## src/rtl/rf_wr_arbiter.sv

```systemverilog
// Round-robin arbiter sharing the register file's single write port between
// the ALU writeback (A) and the load writeback (B), with a registered write.
module rf_wr_arbiter #(
    parameter int PW = 3,
    parameter int DW = 8
) (
    input  logic          clk,
    input  logic          reset_n,
    input  logic          hold,
    input  logic          a_valid,
    input  logic [PW-1:0] a_addr,
    input  logic [DW-1:0] a_data,
    output logic          a_ready,
    input  logic          b_valid,
    input  logic [PW-1:0] b_addr,
    input  logic [DW-1:0] b_data,
    output logic          b_ready,
    output logic          rf_wr_en,
    output logic [PW-1:0] rf_wr_addr,
    output logic [DW-1:0] rf_dat_in,
    output logic          last_grant,
    output logic [7:0]    conflict_cnt
);

    function automatic logic [7:0] sat_inc(input logic [7:0] v);
        return (v == 8'hFF) ? v : v + 8'd1;
    endfunction

    logic          rf_wr_en_q, rf_wr_en_d;
    logic [PW-1:0] rf_wr_addr_q, rf_wr_addr_d;
    logic [DW-1:0] rf_dat_in_q, rf_dat_in_d;
    logic          last_grant_q, last_grant_d;
    logic [7:0]    conflict_cnt_q, conflict_cnt_d;

    logic          grant_a, grant_b;
    logic [PW-1:0] sel_addr;
    logic [DW-1:0] sel_data;

    // Under contention the requester that did not win last time is chosen.
    always_comb begin
        grant_a = reset_n & ~hold & a_valid & (~b_valid | last_grant_q);
        grant_b = reset_n & ~hold & b_valid & (~a_valid | ~last_grant_q);
    end

    assign a_ready = grant_a;
    assign b_ready = grant_b;

    always_comb begin
        sel_addr       = grant_b ? b_addr : a_addr;
        sel_data       = grant_b ? b_data : a_data;
        rf_wr_en_d     = 1'b0;
        rf_wr_addr_d   = rf_wr_addr_q;
        rf_dat_in_d    = rf_dat_in_q;
        last_grant_d   = last_grant_q;
        conflict_cnt_d = conflict_cnt_q;

        if (grant_a || grant_b) begin
            // r0 writes are still accepted and loaded; only the enable is suppressed.
            rf_wr_en_d   = (sel_addr != '0);
            rf_wr_addr_d = sel_addr;
            rf_dat_in_d  = sel_data;
            last_grant_d = grant_b;
        end

        if (a_valid && b_valid && !hold)
            conflict_cnt_d = sat_inc(conflict_cnt_q);
    end

    always_ff @(posedge clk or negedge reset_n) begin
        if (!reset_n) begin
            rf_wr_en_q     <= 1'b0;
            rf_wr_addr_q   <= '0;
            rf_dat_in_q    <= '0;
            last_grant_q   <= 1'b1;
            conflict_cnt_q <= 8'h00;
        end else begin
            rf_wr_en_q     <= rf_wr_en_d;
            rf_wr_addr_q   <= rf_wr_addr_d;
            rf_dat_in_q    <= rf_dat_in_d;
            last_grant_q   <= last_grant_d;
            conflict_cnt_q <= conflict_cnt_d;
        end
    end

    assign rf_wr_en     = rf_wr_en_q;
    assign rf_wr_addr   = rf_wr_addr_q;
    assign rf_dat_in    = rf_dat_in_q;
    assign last_grant   = last_grant_q;
    assign conflict_cnt = conflict_cnt_q;

endmodule

```

## config.mk

```make
export PLATFORM = sky130hd
export DESIGN_NAME = rf_wr_arbiter
export DESIGN_NICKNAME = d
export VERILOG_FILES = /design/src/rtl/rf_wr_arbiter.sv
export SDC_FILE = /design/constraint.sdc
export NUM_CORES = 1
export LEC_CHECK = 0
export BUFFER_PORTS_ARGS = -buffer_cell sky130_fd_sc_hd__buf_2
export CAP_MARGIN = 20
export CORE_MARGIN = 4
export CORE_UTILIZATION = 40
export DETAILED_ROUTE_END_ITERATION = 10
export GPL_TIMING_DRIVEN = 0
export HOLD_SLACK_MARGIN = 0.02
export PLACE_DENSITY = 0.7
export SYNTH_ARGS = -nofsm -noshare
export SYNTH_HDL_FRONTEND = slang
export SYNTH_SLANG_ARGS = --single-unit
```

## constraint.sdc

```tcl
create_clock -name clk -period 1.8 [get_ports clk]
set_input_delay 0.09 -clock clk [delete_from_list [all_inputs] [get_ports clk]]
set_output_delay 0.09 -clock clk [all_outputs]
set_load 0.005 [all_outputs]
```

==> PnR_summary.wiki <==
{| class="wikitable"
! Metric !! Value
|-
| Status || finished clean
|-
| Flip-flop and latch count after synthesis || 21
|-
| Count leader, synth || sky130_fd_sc_hd__dfrtp_1
|-
| Pre-antenna DRT Iters || 4
|-
| Vias in the first global route || 1098
|-
| Share of flip-flops with an asynchronous set or reset || 1.000
|-
| Maximum number of pins on one net before global-route repair || 21
|-
| Aggregate routed wire length || 2.982 mm
|-
| Max-cap viol count || 0
|-
| Count of distinct cell types in the synthesized netlist || 38
|-
| Inserted Clock Buffers || 3
|-
| Post-detailed-route via-to-cell ratio || 5.678
|-
| Post-CTS Repair Setup Buffers || 0
|-
| Count of endpoints failing hold in the final timing report || 0
|-
| Power density normalized to cell area || 988.9 mW/mm^2
|-
| Number of cell rows || 18
|-
| FILL cells || 241
|-
| Per-instance average area after synthesis || 9.790 sq um
|-
| Portion of the clock cycle consumed by the worst path in the final layout || 0.8814
|-
| Area used by sequential logic in the layout || 526.8 sq um
|-
| Die Y || 60.82 um
|-
| Total Nets Final || 198
|-
| Aggregate global-route resource usage || 0.1787
|-
| Number of enable-type register cells in the synthesized netlist || 0
|-
| Die width || 60.82 um
|-
| Final number of max-transition violations || 0
|-
| Class of the most critical hold timing path || in2reg
|-
| Clk sinks || 21
|-
| Average wire length per cell after detail routing || 14.98 um
|-
| Syn-to-layout area delta || 29.71%
|-
| Max-Slew Margin vs Limit || 0.3803
|-
| Final design utilization || 0.5638
|-
| Crit-path max FO || 10
|-
| Total negative slack for setup checks || 0 ns
|-
| Clock latency at the later pin of the worst-skew pair || 0.30 ns
|-
| Initial cell density of the core || 0.4347
|-
| Peak Freq || 630.3 MHz
|-
| Yosys synthesis warning count || 0
|-
| Share of the synthesized area in the top cell type || 0.4484
|-
| Logic depth of the worst register-to-register path || 4
|-
| Highest-delay cell along the critical path || sky130_fd_sc_hd__dfstp_2
|-
| Peak per-stage delay on the critical path || 0.59 ns
|-
| Cell area after layout || 0.001448 sq mm
|-
| Clock transition at path regs || 0.12 ns
|-
| Final period demand of the worst path || 1.586 ns
|-
| Dpl cells || 193
|-
| Proportion of synthesized chip area in sequential cells || 0.4720
|-
| I/O pin count || 50
|-
| Vias || 1130
|-
| Core Area || 0.002567 sq mm
|-
| Capturing element type of the critical path || output pin
|-
| Cells traversed along the worst timing path || and2b_1, buf_2, nor2_1, buf_2
|-
| Antenna diodes || 0
|-
| Slew @ Worst Pin || 0.9296 ns
|-
| Cell area after synthesis || 0.001116 sq mm
|-
| Maximum clock path buffer count || 2
|-
| CP dominant cell by count || sky130_fd_sc_hd__buf_2
|-
| Post-Place Cell Area || 0.001399 sq mm
|-
| Share of final-layout standard cells stronger than drive strength 1 || 0.3905
|-
| Most used DFF post-synth || sky130_fd_sc_hd__dfrtp_1
|-
| Largest clock skew in the final design || 0.004645 ns
|-
| Post-detailed-route count of antenna-violating nets || 0
|-
| Syn nets || 142
|-
| Standby leakage power || 0.7123 nW
|-
| Arrival time worst endpoint || 1.50 ns
|-
| Startpoint type of the worst setup path || flip-flop
|-
| Hold Path Stages || 3
|-
| Global-route wire length before repair || 4.974 mm
|-
| CTS Root Buffer Type || sky130_fd_sc_hd__clkbuf_4
|-
| Die footprint || 0.003699 sq mm
|-
| Final count of negative-setup-slack endpoints || 0
|-
| Area taken by multi-input logic gates || 545.5 sq um
|-
| DRC violation total after the first TritonRoute iteration || 87
|-
| Dominant cells by area after synthesis || sky130_fd_sc_hd__dfrtp_1 (45%), sky130_fd_sc_hd__a31oi_1 (6.7%), sky130_fd_sc_hd__nor3_1 (5.8%)
|-
| Cells after Synth || 114
|-
| H-tree depth reported by CTS || 1
|-
| Post-detailed-route DRC marker count || 0
|-
| TritonCTS clock tree || done
|-
| Detailed placer's ending HPWL || 2.188 mm
|-
| RD Place Congestion || 0.8048
|-
| Library cell occupying the most area in the post-synthesis netlist || sky130_fd_sc_hd__dfrtp_1
|-
| Unrepaired setup endpoints after global routing || no
|-
| Filler-free cell count of the finished design || 199
|-
| Bufs and invs on worst path || 2
|-
| Final total power || 1.432 mW
|-
| Top cell family by delay on the critical path || flip-flops
|-
| Critical path class || reg2out
|-
| Required arrival time at the worst endpoint || 1.71 ns
|-
| Number of port buffers || 49
|-
| Congestion Overflow GR || 0
|-
| Antenna violations before repair || 0
|-
| Peak supply drop || 0.6823 mV
|-
| Commonest cells post-synth || sky130_fd_sc_hd__dfrtp_1 (20), sky130_fd_sc_hd__nor3_1 (13), sky130_fd_sc_hd__a31oi_1 (12), sky130_fd_sc_hd__nand3_1 (12), sky130_fd_sc_hd__o21ai_1 (9)
|-
| Crit path depth || 4
|}
## registers in the layout (all words and copies together) (netlist names)
register,cells
rf_dat_in,8
last_grant,1
conflict_cnt,8
rf_wr_addr,3
rf_wr_en,1
## worst register-to-register path: cells and delay by family (launching register included)
family	cells	cell delay [ns]
flops	1	0.44
mux	1	0.30
fa+ha+maj	1	0.25
simple gates	1	0.23
compound gates	1	0.23
## placed cells by master (no fill, tap or decap), types with 2 or more instances in the layout
cell type	synthesis	layout
sky130_fd_sc_hd__clkbuf_4	0	3
sky130_fd_sc_hd__a31oi_1	12	12
sky130_fd_sc_hd__xor2_1	3	3
sky130_fd_sc_hd__dfrtp_1	20	20
sky130_fd_sc_hd__nand3_1	12	12
sky130_fd_sc_hd__o21ai_0	4	4
sky130_fd_sc_hd__buf_2	5	54
sky130_fd_sc_hd__nand2_1	3	3
sky130_fd_sc_hd__nand3b_2	2	2
sky130_fd_sc_hd__clkbuf_1	1	2
sky130_fd_sc_hd__a21oi_1	2	2
sky130_fd_sc_hd__nor3_1	13	13
sky130_fd_sc_hd__and3_1	2	2
sky130_fd_sc_hd__o21ai_1	9	9
sky130_fd_sc_hd__nor2_1	2	2
## path summary, 6_finish.rpt
path / slack, ns / endpoint / from
setup / recovery: 0.21 / a_ready / last_grant
hold / removal: 0.05 / rf_dat_in[7] / a_data[7]
setup reg to reg: 0.26 / conflict_cnt[1] / conflict_cnt[0]
hold reg to reg: 0.54 / last_grant / last_grant
max in group asynchronous: 0.53 / conflict_cnt[5] / reset_n
min in group asynchronous: 0.31 / last_grant / reset_n
## cell families (layout without fill, tap and decap cells)
| family | Yosys count | in the layout | synth area share |
|---|---|---|---|
| multiplexers | 1 | 1 | 0.01345 |
| AND/OR/NAND/NOR | 46 | 46 | 0.2500 |
| flip-flops | 21 | 21 | 0.4720 |
| XOR/XNOR | 4 | 4 | 0.03140 |
| AO/OA/AOI/OAI | 33 | 33 | 0.1827 |
| adder cells (fa/ha/maj) | 1 | 1 | 0.01121 |
| buffers and inverters | 8 | 63 | 0.03923 |
## routing by layer
layer	vias to the layer above	track usage	part of all wire
met2	43	0.2916	0.46
li1	542	-	-
met5	-	0	0
met4	0	0.06192	0.0044
met3	2	0.03191	0.089
met1	543	0.2382	0.44
## layout make-up
type | count | area share
plain buffers | 7 | 0.02766
clock buffers | 4 | 0.01815
inverters | 1 | 0.002593
multi-input cells | 85 | 0.3768
flip-flops and latches | 21 | 0.3639
well taps | 30 | 0.02593
repair buffers | 51 | 0.1850
## repair_timing
action | in CTS | in global routing
hold endpoints to repair | 20 | 0
resized for setup | 0 | 1
hold buffers | 2 | 0
endpoints found under the setup margin | 0 | 20
## power by group
group          switching, mW  internal [mW]  total, mW
registers              0.132          0.603      0.735
clock network          0.141         0.0862      0.227
logic                  0.230          0.240      0.469
## stage by stage
stage | worst slack [ns] | hold WS (ns)
3_5_place_dp | 0.2790 | 0.09823
2_1_floorplan | 0.3395 | -0.2056
6_report | 0.2136 | 0.05417
4_1_cts | 0.07274 | 0.04419
3_3_place_gp | 0.3039 | 0.09643
5_1_grt | 0.09397 | 0.02496
No activity file was read; power rests on OpenSTA's default activity.
